`src/rtl/demux8bit_8channel_buf_if.sv`:
```
// Byte-stream input and eight-channel output bundle for the 8-channel demux.
// Producer and consumers use the master side; the demux uses the slave side.
interface demux8bit_8channel_buf_if #(
  parameter int WIDTH = 8
);
  logic [WIDTH-1:0] in_data;
  logic [2:0]       in_sel;
  logic             in_valid;
  logic             in_ready;
  logic [WIDTH-1:0] out0;
  logic [WIDTH-1:0] out1;
  logic [WIDTH-1:0] out2;
  logic [WIDTH-1:0] out3;
  logic [WIDTH-1:0] out4;
  logic [WIDTH-1:0] out5;
  logic [WIDTH-1:0] out6;
  logic [WIDTH-1:0] out7;
  logic [7:0]       out_valid;
  logic [7:0]       out_ready;

  modport master (
    output in_data, in_sel, in_valid, out_ready,
    input  in_ready, out0, out1, out2, out3, out4, out5, out6, out7, out_valid
  );

  modport slave (
    input  in_data, in_sel, in_valid, out_ready,
    output in_ready, out0, out1, out2, out3, out4, out5, out6, out7, out_valid
  );
endinterface

```
`src/rtl/demux8bit_8channel_buf.sv`:
```
// 8-bit 8-channel demultiplexer with one holding register per channel.
// Optional accept counter enabled by defining DEMUX8_ACCEPT_CNT_EN.
//
// state | meaning
// EMPTY | channel holds no unconsumed data, out_valid[i] = 0
// FULL  | channel holds data for its consumer, out_valid[i] = 1
module demux8bit_8channel_buf #(
  parameter int WIDTH = 8
) (
  input  logic                            clk,
  input  logic                            rst,
  demux8bit_8channel_buf_if.slave         bus
`ifdef DEMUX8_ACCEPT_CNT_EN
  ,
  output logic [15:0]                     accept_cnt
`endif
);

  typedef enum logic {
    EMPTY = 1'b0,
    FULL  = 1'b1
  } ch_state_t;

  ch_state_t        state [8];
  logic [WIDTH-1:0] data_q [8];
  logic             accept;

  // Readiness looks only at the addressed channel, so a stalled channel
  // never blocks traffic headed elsewhere.
  assign bus.in_ready = !rst && ((state[bus.in_sel] == EMPTY) || bus.out_ready[bus.in_sel]);
  assign accept       = bus.in_valid && bus.in_ready;

  always_ff @(posedge clk) begin
    if (rst) begin
      for (int i = 0; i < 8; i++) begin
        state[i]  <= EMPTY;
        data_q[i] <= '0;
      end
    end else begin
      for (int i = 0; i < 8; i++) begin
        if (accept && (bus.in_sel == 3'(i))) begin
          state[i]  <= FULL;
          data_q[i] <= bus.in_data;
        end else if ((state[i] == FULL) && bus.out_ready[i]) begin
          state[i] <= EMPTY;
        end
      end
    end
  end

  always_comb begin
    bus.out_valid = '0;
    for (int i = 0; i < 8; i++) begin
      bus.out_valid[i] = (state[i] == FULL);
    end
  end

  assign bus.out0 = data_q[0];
  assign bus.out1 = data_q[1];
  assign bus.out2 = data_q[2];
  assign bus.out3 = data_q[3];
  assign bus.out4 = data_q[4];
  assign bus.out5 = data_q[5];
  assign bus.out6 = data_q[6];
  assign bus.out7 = data_q[7];

`ifdef DEMUX8_ACCEPT_CNT_EN
  always_ff @(posedge clk) begin
    if (rst) begin
      accept_cnt <= '0;
    end else if (accept) begin
      accept_cnt <= accept_cnt + 16'd1;
    end
  end
`endif

endmodule

```
`src/flat_wrapper.sv`:
```
// flat-port wrapper written by rule: the top's interface ports become plain ports
module demux8bit_8channel_buf_flat 
#(
  parameter int WIDTH = 8
)
  (clk, rst, bus_in_data, bus_in_sel, bus_in_valid, bus_out_ready, bus_in_ready, bus_out0, bus_out1, bus_out2, bus_out3, bus_out4, bus_out5, bus_out6, bus_out7, bus_out_valid);
  demux8bit_8channel_buf_if #(.WIDTH(WIDTH)) bus_i ();
  input  logic clk;
  input  logic rst;
  input wire logic [$bits(bus_i.in_data)-1:0] bus_in_data;
  input wire logic [$bits(bus_i.in_sel)-1:0] bus_in_sel;
  input wire logic [$bits(bus_i.in_valid)-1:0] bus_in_valid;
  input wire logic [$bits(bus_i.out_ready)-1:0] bus_out_ready;
  output wire logic [$bits(bus_i.in_ready)-1:0] bus_in_ready;
  output wire logic [$bits(bus_i.out0)-1:0] bus_out0;
  output wire logic [$bits(bus_i.out1)-1:0] bus_out1;
  output wire logic [$bits(bus_i.out2)-1:0] bus_out2;
  output wire logic [$bits(bus_i.out3)-1:0] bus_out3;
  output wire logic [$bits(bus_i.out4)-1:0] bus_out4;
  output wire logic [$bits(bus_i.out5)-1:0] bus_out5;
  output wire logic [$bits(bus_i.out6)-1:0] bus_out6;
  output wire logic [$bits(bus_i.out7)-1:0] bus_out7;
  output wire logic [$bits(bus_i.out_valid)-1:0] bus_out_valid;
  assign bus_i.in_data = bus_in_data;
  assign bus_i.in_sel = bus_in_sel;
  assign bus_i.in_valid = bus_in_valid;
  assign bus_i.out_ready = bus_out_ready;
  assign bus_in_ready = bus_i.in_ready;
  assign bus_out0 = bus_i.out0;
  assign bus_out1 = bus_i.out1;
  assign bus_out2 = bus_i.out2;
  assign bus_out3 = bus_i.out3;
  assign bus_out4 = bus_i.out4;
  assign bus_out5 = bus_i.out5;
  assign bus_out6 = bus_i.out6;
  assign bus_out7 = bus_i.out7;
  assign bus_out_valid = bus_i.out_valid;
  demux8bit_8channel_buf #(.WIDTH(WIDTH)) u_core (.clk(clk), .rst(rst), .bus(bus_i));
endmodule
```
`config.mk`:
```
export PLATFORM = sky130hd
export DESIGN_NAME = demux8bit_8channel_buf_flat
export DESIGN_NICKNAME = d
export VERILOG_FILES = /design/src/rtl/demux8bit_8channel_buf_if.sv /design/src/rtl/demux8bit_8channel_buf.sv /design/src/flat_wrapper.sv
export SDC_FILE = /design/constraint.sdc
export NUM_CORES = 1
export LEC_CHECK = 0
export ABC_CLOCK_PERIOD_IN_PS = 2180
export CAP_MARGIN = 15
export CELL_PAD_IN_SITES_DETAIL_PLACEMENT = 0
export CELL_PAD_IN_SITES_GLOBAL_PLACEMENT = 2
export CORE_ASPECT_RATIO = 1.25
export CORE_MARGIN = 1.5
export CORE_UTILIZATION = 31
export CTS_CLUSTER_SIZE = 30
export DETAILED_ROUTE_END_ITERATION = 8
export GPL_TIMING_DRIVEN = 0
export PLACE_DENSITY_LB_ADDON = 0.1
export SYNTH_ARGS = -nofsm -noshare
export SYNTH_HDL_FRONTEND = slang
export SYNTH_SLANG_ARGS = --single-unit
```
`constraint.sdc`:
```
create_clock -name clk -period 2.18 [get_ports clk]
set_clock_uncertainty 0.15 [all_clocks]
set_input_delay 0.436 -clock clk [delete_from_list [all_inputs] [get_ports clk]]
set_output_delay 0.436 -clock clk [all_outputs]
set_load 0.005 [all_outputs]
```
## Yosys cells after proc, flatten, opt, wreduce, memory -nomap -nowiden

Memories as Yosys holds them, arrays and structs flattened.
Cells that the tools add are included.

- Flip-flop bits (word level): 0
- RAM bits: 72
- Bits of input ports: 22
- Memories kept: 2

- $lt $le $gt $ge: 1
- Equality and inequality tests: 7
- Muxes and demuxes: 84
- Bitwise operators: 25
- Reductions and logical operators: 21

Memories:

| name | depth | width | read ports | clocked after memory_dff | write ports | RTL line | source |
|---|---|---|---|---|---|---|---|
| u_core.data_q | 8 | 8 | 8 | 0 | 8 | demux8bit_8channel_buf.sv:25 | `logic [WIDTH-1:0] data_q [8];` |
| u_core.state | 8 | 1 | 9 | 0 | 8 | demux8bit_8channel_buf.sv:24 | `ch_state_t state [8];` |

Operator list:

| kind | count |
|---|---|
| $mux W1 | 75 |
| $mux W8 | 8 |
| $or A1 B1 Y1 | 24 |
| $logic_and A1 B1 Y1 | 18 |
| $eq A3 B3 Y1 const B | 4 |
| $eq A3 B2 Y1 const B | 2 |
| $lt A3 B4 Y1 const B | 1 |
| $bmux W1 S3 | 1 |
| $eq A3 B1 Y1 const B | 1 |
| $logic_not A3 Y1 | 1 |
| $logic_not A1 Y1 | 1 |
| $logic_or A1 B1 Y1 | 1 |
| $not A1 Y1 | 1 |

## Longest topological paths before layout

Gate-level depths: netlist of the first run.

- Depth in word-level cells: 11
- Depth in mapped cells: 5

## Least setup slack after synthesis of the first run

No wires, ideal clock.

- Kind: input to register
- From: in bus_in_sel[0]
- To: mem u_core.data_q[2][0] (netlist: u_core.data_q[0][16]), enable pin
- Setup time: 387 ps
- Arrival time: 1514 ps
- Data required time: 1643 ps
- Setup slack: 130 ps
- Cell stages on the path: 3
- Cells stage by stage: buf_2 nand3b_1 o31ai_1

RTL lines:

| item | RTL line | source |
|---|---|---|
| start, declared | flat_wrapper.sv:11 | `input wire logic [$bits(bus_i.in_sel)-1:0] bus_in_sel;` |
| end, declared | demux8bit_8channel_buf.sv:25 |  |

==> flow_metrics.tcl, run 1 <==
set metrics [dict create \
    combinationalPowerShare 0.115 \
    placement.io_buffers 93 \
    gp_congestion 0.735 \
    cts_tree "built" \
    cp.required_ps 1590 \
    die_area_um2 10400 \
    core_um2 9560 \
    wl_per_cell_um 16.6 \
    nNetsFinal 338 \
    r2r_start "u_core.state[1]$_SDFFCE_PN0P_" \
    hold_start "bus_in_sel[2]" \
    total_power_w 0.00325 \
    slew_violations 0 \
    syn2layout_area_growth_pct 48.8 \
    ys_warn_count 0 \
    setup_viol 1 \
    fin_setup_tns_ps -57.0 \
    clk_pin_slew_ps 50 \
    whs_ps 327 \
    grt_usage 0.146 \
    rsz0062_at_grt "true" \
    maxCapViolCount 0 \
    vias 2008 \
    grt_pass1_vias 1983 \
    whs_path_depth 2 \
    synth_cells 199 \
    synth_seq_cells 72 \
    path_buf_inv 1 \
    reg2reg_to "u_core.data_q[0][8]$_SDFFCE_PN0P_" \
    cts_max_level 3 \
    overflow 0 \
    first_pass_iters 4 \
    synth-edff-count 72 \
    fin_ws_ps -57.0 \
    violations "setup timing" \
    yosys-top-cells-area "edfxtp_1 71%, and2_1 9.9%, nor2b_1 2.9%, buf_4 2.5%, a211o_1 1.7%" \
    worst-r2r-setup-slack_ps 440 \
    slew_headroom 0.523 \
    fin_util 0.473 \
    drt_iter0_markers 58 \
    grt_pass1_wl_um 10900 \
    top_usage_layer "met2" \
    startpoint_type "flop" \
    synth_top_area_cell "edfxtp_1" \
    drt_wl_total_um 7380 \
    drc 0 \
    synth_commonest_cells "72 x edfxtp_1, 48 x and2_1, 14 x nor2b_1, 10 x buf_4, 6 x a211o_1" \
    timing.fmax_ghz 0.447 \
    cp_cell_sequence "nor2b_4 -> mux4_2 -> o22ai_2 -> buf_2" \
    cts_made_buffers 9 \
    hold_viol 0 \
    syn_nets 221 \
    synth_top_area_share 0.711 \
    drive_gt1_frac 0.194 \
    met1_usage 0.171 \
    crit_fanout 3 \
    p_int_w 0.00257 \
    grt_antenna_before_repair 0 \
    ys_seq_area_frac 0.711 \
    cts.path.max_buffers 2 \
    insertion_delay_ps 330 \
    ys_dominant_reg_cell "edfxtp_1" \
    met3_usage 0.0307 \
    vias_per_cell 4.51 \
    r2r_cells 4 \
    tightest_slew_ps 711 \
    cp-end-kind "output port" \
    critPathArrivalTime_ps 1650 \
    slowest_stage "mux4_2" \
    avgSynthCellArea_um2 15.3 \
    ctsRootBufferMaster "clkbuf_16" \
    row_count 40 \
    hold_path.class "in2reg" \
    grt_max_degree 11 \
    yosysUniqueCellTypes 32 \
    period_share 1.03 \
    use_met2 0.251 \
    die_w_um 91.6 \
    switchingPower_w 0.000674 \
    num_io_pins 95 \
    diodes 0 \
    power_density_nw_per_um2 718 \
    leakagePower_nw 1.72 \
    ant_nets 0 \
    dp_hpwl_um 5130 \
    syn_area_um2 3040 \
    start_util 0.318 \
    path_class "reg2out" \
    status "finished with violations" \
    clkPwrFrac 0.382 \
    yosys.cell_count.top_type "edfxtp_1" \
    seqPwrFrac 0.503 \
    fin_crit_ps 2240 \
    min_to "u_core.state[2]$_SDFFCE_PN0P_" \
    crit_family "multiplexers" \
    p_sw_frac 0.207 \
    die_h_um 114 \
    max-vdd-ir-drop_mv 0.346 \
    cts_sinks 72 \
    synthArstFlopShare 0 \
    critical_path.max_stage_delay_ps 490 \
    place_ws_ps -817 \
    cts_hold_buf 0 \
]
## cells by family (layout without fill, tap and decap cells)
group           after synthesis  in the layout  synth area share
compound gates               19             19            0.0449
buf+inv                      19            139            0.0424
flops                        72             72             0.711
simple gates                 88             88             0.194
mux                           1              1           0.00741
## worst max-delay path by stage
stage	startpoint	endpoint	slack, ps	cells after the start
2_1_floorplan	bus_in_sel[0]	u_core.data_q[0][16]$_SDFFCE_PN0P_	130	3
3_3_place_gp	bus_in_sel[1]	u_core.data_q[1][30]$_DFFE_PP_	-890	4
3_5_place_dp	bus_in_sel[1]	u_core.data_q[1][17]$_DFFE_PP_	-820	4
4_1_cts	bus_out_ready[1]	bus_in_ready	-130	5
5_1_grt	u_core.state[3]$_SDFFCE_PN0P_	bus_in_ready	-90	4
6_report	u_core.state[3]$_SDFFCE_PN0P_	bus_in_ready	-60	4
## power groups by stage
stage / combinational (W) / clock, W / sequential, W
final: 0.000373 / 0.00124 / 0.00163
after floorplan: 0.000105 / 0 / 0.00166
after CTS: 0.000361 / 0.00128 / 0.00164
after global routing: 0.000400 / 0.00135 / 0.00164
after global placement: 0.000349 / 0 / 0.00166
after detailed placement: 0.000354 / 0 / 0.00166
## routing by layer
layer	part of all wire	wire [µm]	vias up
li1	-	-	949
met1	0.43	3160	980
met2	0.51	3770	66
met3	0.040	292	13
met4	0.022	162	0
met5	0	0	-
## what timing repair did
action                                  4_1_cts  5_1_grt
buffers inserted                              2       10
endpoints found under the setup margin       47        1
resized for setup                            25       10
pin swaps                                     2        4
## state kept, by name, indices dropped and copies added (netlist names)
signal         flops
u_core.data_q     64
u_core.state       8
## layout by cell type (no fill, tap or decap), types with 3 or more instances in the layout
cell / instances
dlymetal6s2s_1: 3
buf_2: 4
dlygate4sd2_1: 6
clkbuf_16: 9
a211o_1: 6
or2_2: 4
clkdlybuf4s50_1: 81
edfxtp_1: 72
nor2b_4: 3
buf_6: 4
a21oi_1: 3
nand3b_1: 3
nor2b_1: 10
buf_4: 24
clkbuf_1: 4
and2_1: 48
## per-stage QoR
stage                     cells  instance area (µm²)
after floorplan             199                 3040
after global placement      418                 4130
after detailed placement    419                 4140
after CTS                   435                 4430
after global routing        445                 4520
final                       445                 4520
## area by class of cell
cell class / instances / area (µm²)
plain buffers: 17 / 134
clock buffers: 12 / 236
clock inverters: 2 / 8.76
fillers: 859 / 5040
inverters: 2 / 7.51
multi-input cells: 108 / 800
flip-flops and latches: 72 / 2160
well taps: 126 / 158
repair buffers: 106 / 1020
Note: power is estimated with default switching activity, not from simulation.
==> run 2: changes to the inputs <==
--- a/config.mk
+++ b/config.mk
@@ -12,10 +12,12 @@
 export CORE_ASPECT_RATIO = 1.25
 export CORE_MARGIN = 1.5
 export CORE_UTILIZATION = 31
+export CTS_CLUSTER_DIAMETER = 30
 export CTS_CLUSTER_SIZE = 30
 export DETAILED_ROUTE_END_ITERATION = 8
 export GPL_TIMING_DRIVEN = 0
 export PLACE_DENSITY_LB_ADDON = 0.1
+export SLEW_MARGIN = 10
 export SYNTH_ARGS = -nofsm -noshare
 export SYNTH_HDL_FRONTEND = slang
 export SYNTH_SLANG_ARGS = --single-unit
==> run 2 against run 1 <==
Against the previous run:
- hold slack improved by 2.9 ps
- final area increased by 1.2%
- via count decreased by 1.7%
- clock power increased by 20%
- the flow still finishes with violations (setup timing)
- critical endpoint unchanged
- fmax decreased by 2.1%
- non-clock buffer count decreased by 1
- first-iteration DRC count increased by 6.9%
- combinational power about the same
- flip-flop and latch count unchanged
- register-to-register slack got worse by 50 ps
- highest routed layer unchanged
==> flow_metrics.tcl, run 2 (synthesis results as in run 1) <==
set metrics [dict create \
    grt_usage 0.147 \
    drt_wl_total_um 7280 \
    wl_per_cell_um 16.4 \
    first_pass_iters 4 \
    total_power_w 0.00349 \
    violations "setup timing" \
    core_um2 9560 \
    diodes 0 \
    hold_viol 0 \
    final-seq-area_um2 2160 \
    cts_sinks 72 \
    critPathArrivalTime_ps 1700 \
    final_cell_area_um2 4580 \
    start_util 0.318 \
    top_register "u_core.data_q" \
    multi_input_area_um2 802 \
    vias_per_cell 4.43 \
    drt_iter0_markers 62 \
    slew_violations 0 \
    gp_congestion 0.735 \
    cts_made_buffers 9 \
    slew_headroom 0.519 \
    num_io_pins 95 \
    fin_util 0.479 \
    reg_top3 "u_core.data_q x64, u_core.state x8" \
    r2r_cells 4 \
    hold_start "bus_out_ready[1]" \
    crit_fanout 4 \
    row_count 40 \
    timing.fmax_ghz 0.438 \
    leakagePower_nw 1.74 \
    cp.required_ps 1590 \
    nNetsFinal 337 \
    final_common_cell "clkdlybuf4s50_1" \
    grt_pass1_wl_um 10900 \
    cts_hold_buf 0 \
    r2r_start "u_core.state[2]$_SDFFCE_PN0P_" \
    drc 0 \
    ctsRootBufferMaster "clkbuf_16" \
    status "finished with violations" \
    die_area_um2 10400 \
    startpoint "u_core.state[2]$_SDFFCE_PN0P_" \
    tightest_slew_ps 717 \
    syn2layout_area_growth_pct 50.6 \
    maxCapViolCount 0 \
    fin_setup_tns_ps -106 \
    grt_antenna_before_repair 0 \
    overflow 0 \
    timing.critical_path.to "bus_in_ready" \
    period_share 1.05 \
    hold_path.class "in2reg" \
    grt_pass1_vias 1952 \
    setup_viol 1 \
    cts.path.max_buffers 2 \
    fin_ws_ps -106 \
    cp_cell_sequence "nor2b_4 -> mux4_2 -> o22ai_2 -> buf_2" \
    critical_path.max_stage_delay_ps 490 \
    placement.io_buffers 93 \
    reg2reg_to "u_core.data_q[0][19]$_SDFFCE_PN0P_" \
    cts_max_level 3 \
    largest_reg_flops 64 \
    final_cell_mix "83 x clkdlybuf4s50_1, 72 x edfxtp_1, 48 x and2_1" \
    die_h_um 114 \
    ant_nets 0 \
    cts_tree "built" \
    path_class "reg2out" \
    fillers 860 \
    startpoint_type "flop" \
    worst-r2r-setup-slack_ps 390 \
    die_w_um 91.6 \
    rsz0062_at_grt "true" \
    max-vdd-ir-drop_mv 0.341 \
    fin_crit_ps 2290 \
    vias 1973 \
    post_dp_cell_area_um2 4140 \
    grt_max_degree 12 \
    drive_gt1_frac 0.191 \
    clk_pin_slew_ps 50 \
    cp-end-kind "output port" \
    power_density_nw_per_um2 763 \
    slowest_stage "mux4_2" \
    dp_hpwl_um 5110 \
    insertion_delay_ps 320 \
]
[run 2: cell count changes in the layout (fill, tap and decap cells not counted)]
cell | previous run | this run
or3b_2 | 1 | 0
clkdlybuf4s15_2 | 0 | 1
dlygate4sd2_1 | 6 | 5
buf_4 | 24 | 20
clkinv_2 | 1 | 0
buf_2 | 4 | 5
clkbuf_1 | 4 | 1
or3b_4 | 0 | 1
clkinv_1 | 1 | 4
clkdlybuf4s50_1 | 81 | 83
bufinv_16 | 0 | 2
[run 2: worst min path at each step]
stage | end | cells past startpoint
final | u_core.state[1]$_SDFFCE_PN0P_ | 2
after global routing | u_core.state[2]$_SDFFCE_PN0P_ | 2
after CTS | u_core.state[2]$_SDFFCE_PN0P_ | 2
after detailed placement | u_core.state[0]$_SDFFCE_PN0P_ | 1
after global placement | u_core.state[1]$_SDFFCE_PN0P_ | 1
after floorplan | u_core.state[0]$_SDFFCE_PN0P_ | 1
[run 2: metrics by stage]
stage | std cells | hold WS [ps] | setup WS [ps]
after detailed placement | 420 | 454 | -794
after global placement | 418 | 446 | -895
final | 445 | 330 | -106
after floorplan | 199 | 424 | 130
after CTS | 437 | 318 | -140
after global routing | 445 | 333 | -138
[run 2: where the power goes]
group          internal (W)  switching (W)  total [W]
logic              0.000219       0.000154   0.000373
registers           0.00160      0.0000294    0.00163
clock network      0.000978       0.000509    0.00149
total               0.00280       0.000692    0.00349
[run 2: layout make-up]
cell class	instances	area share
clock inverters	6	0.0164
clock buffers	9	0.0492
plain buffers	17	0.0293
repair buffers	105	0.221
inverters	2	0.00164
flip-flops and latches	72	0.472
multi-input cells	108	0.175
well taps	126	0.0344
[run 2: worst max-delay path, delay by kind of cell, from the launching register on]
kind                   cells  cell delay (ps)
AO/OA/AOI/OAI              1              150
buffers and inverters      1              140
flip-flops                 1              440
multiplexers               1              490
AND/OR/NAND/NOR            1              160
[run 2: layer usage]
layer	GRT usage	up-vias	wire length, µm
met2	0.252	69	3810
met5	0	-	0
met4	0.0625	0	86
li1	-	949	-
met1	0.173	948	3020
met3	0.0400	7	363
[run 2: timing repair]
item                                   4_1_cts  5_1_grt
pin swaps                                    2        2
resized for setup                           25        8
setup endpoints to repair                   41        1
gates cloned                                 0        0
endpoints found under the hold margin        0        0
setup buffers                                2        8
==> run 3: changes to the inputs <==
--- a/config.mk
+++ b/config.mk
@@ -17,6 +17,8 @@
 export DETAILED_ROUTE_END_ITERATION = 8
 export GPL_TIMING_DRIVEN = 0
 export PLACE_DENSITY_LB_ADDON = 0.1
+export RECOVER_POWER = 25
+export SKIP_CTS_REPAIR_TIMING = 1
 export SLEW_MARGIN = 10
 export SYNTH_ARGS = -nofsm -noshare
 export SYNTH_HDL_FRONTEND = slang
==> run 3 against run 2 <==
Against the previous run:
- the flow still finishes with violations (setup timing)
- flip-flop and latch count is the same
- hold slack worse by 16 ps
- clock power about the same
- die area stayed put
- critical endpoint unchanged
- non-clock buffer count fell by 6
- global-route usage fell by 0.11 points
- final area decreased by 2.0%
- via count down 1.5%
- fmax down 0.21%
==> flow_metrics.tcl, run 3 (synthesis results as in run 1) <==
set metrics [dict create \
    die_h_um 114 \
    largest_reg_flops 64 \
    path_class "in2out" \
    leakagePower_nw 1.72 \
    drc 0 \
    first_pass_iters 4 \
    fin_ws_ps -110 \
    violations "setup timing" \
    max-vdd-ir-drop_mv 0.340 \
    final_cell_mix "80 x clkdlybuf4s50_1, 72 x edfxtp_1, 48 x and2_1" \
    reg2reg_to "u_core.data_q[0][0]$_SDFFCE_PN0P_" \
    critical_path.max_stage_delay_ps 480 \
    drt_iter0_markers 56 \
    grt_antenna_before_repair 0 \
    drive_gt1_frac 0.150 \
    post_dp_cell_area_um2 4140 \
    hold_path.class "in2reg" \
    worst-r2r-setup-slack_ps 130 \
    ctsRootBufferMaster "clkbuf_16" \
    start_util 0.318 \
    clk_pin_slew_ps 60 \
    drt_wl_total_um 7190 \
    fin_crit_ps 2290 \
    setup_viol 1 \
    reg_top3 "u_core.data_q x64, u_core.state x8" \
    status "finished with violations" \
    grt_pass1_wl_um 10800 \
    rsz0062_at_grt "true" \
    grt_max_degree 12 \
    critPathArrivalTime_ps 1700 \
    power_density_nw_per_um2 775 \
    slew_headroom 0.539 \
    gp_congestion 0.735 \
    cts.path.max_buffers 2 \
    crit_fanout 2 \
    syn2layout_area_growth_pct 47.6 \
    final_cell_area_um2 4490 \
    cp_cell_sequence "clkdlybuf4s50_1 -> nor2b_1 -> mux4_2 -> o22ai_2 -> clkbuf_2" \
    cts_max_level 3 \
    cts_sinks 72 \
    fin_util 0.469 \
    slowest_stage "mux4_2" \
    cp.required_ps 1590 \
    die_area_um2 10400 \
    cp-end-kind "output port" \
    final_common_cell "clkdlybuf4s50_1" \
    tightest_slew_ps 687 \
    cts_made_buffers 9 \
    place_ws_ps -794 \
    r2r_cells 4 \
    grt_pass1_vias 1920 \
    timing.fmax_ghz 0.437 \
    overflow 0 \
    cts_tree "built" \
    placement.io_buffers 93 \
    vias 1944 \
    whs_ps 315 \
    core_um2 9560 \
    dp_hpwl_um 5110 \
    hold_viol 0 \
    whs_path_depth 2 \
    total_power_w 0.00348 \
    maxCapViolCount 0 \
    row_count 40 \
    ant_nets 0 \
    insertion_delay_ps 320 \
    wl_per_cell_um 16.4 \
    grt_usage 0.146 \
    top_register "u_core.data_q" \
    diodes 0 \
    nNetsFinal 331 \
    vias_per_cell 4.43 \
    startpoint_type "primary input" \
    min_to "u_core.state[2]$_SDFFCE_PN0P_" \
    die_w_um 91.6 \
    slew_violations 0 \
    r2r_start "u_core.state[0]$_SDFFCE_PN0P_" \
    num_io_pins 95 \
    hold_start "bus_in_sel[2]" \
    period_share 1.05 \
]
[run 3: changes by cell type in the layout (fill, tap and decap cells not counted), moves of 2 or more]
| cell | change |
|---|---|
| buf_4 | -8 |
| dlygate4sd3_1 | +3 |
| buf_6 | -2 |
| clkbuf_1 | +4 |
| clkbuf_2 | +2 |
| dlygate4sd2_1 | -5 |
| dlymetal6s2s_1 | +5 |
| clkdlybuf4s50_1 | -3 |
| nor2b_4 | -2 |
[run 3: where the power goes]
group          total, W  switching (W)  leakage (nW)  internal, W
clock           0.00149       0.000512         0.145     0.000978
combinational  0.000352       0.000146         0.831     0.000206
sequential      0.00163      0.0000295         0.742      0.00160
[run 3: worst max path at each step]
stage / startpoint / to / slack (ps) / cells past startpoint
floorplan: bus_in_sel[0] / u_core.data_q[0][16]$_SDFFCE_PN0P_ / 130 / 3
CTS: bus_in_sel[0] / bus_in_ready / -800 / 5
global route: bus_out_ready[0] / bus_in_ready / -160 / 5
detailed placement: bus_in_sel[1] / u_core.data_q[1][17]$_DFFE_PP_ / -790 / 4
global placement: bus_in_sel[1] / u_core.data_q[1][30]$_DFFE_PP_ / -890 / 4
finish: bus_out_ready[0] / bus_in_ready / -110 / 5
[run 3: critical path: cells and delay by family]
kind | cells | cell delay [ps]
buf+inv | 2 | 600
compound gates | 1 | 120
simple gates | 1 | 60
mux | 1 | 480
[run 3: final cells by class]
class                           instances  area, µm²
Timing Repair Buffer                   99        975
Multi-Input combinational cell        108        766
Clock buffer                            9        225
Inverter                                2       7.51
Tap cell                              126        158
Clock inverter                          6       75.1
Buffer                                 17        118
Sequential cell                        72       2160
Fill cell                             867       5070
[run 3: metal layers]
| metal | global-route usage | wire length (µm) | share of wire |
|---|---|---|---|
| met3 | 0.0400 | 353 | 0.049 |
| met2 | 0.248 | 3720 | 0.52 |
| met5 | 0 | 0 | 0 |
| met1 | 0.173 | 3050 | 0.42 |
| met4 | 0.0625 | 74 | 0.010 |
[run 3: stage by stage]
stage,cells,TNS (ps)
CTS,435,-9560
finish,439,-110
global placement,418,-38780
floorplan,199,0
global route,439,-849
detailed placement,420,-32890
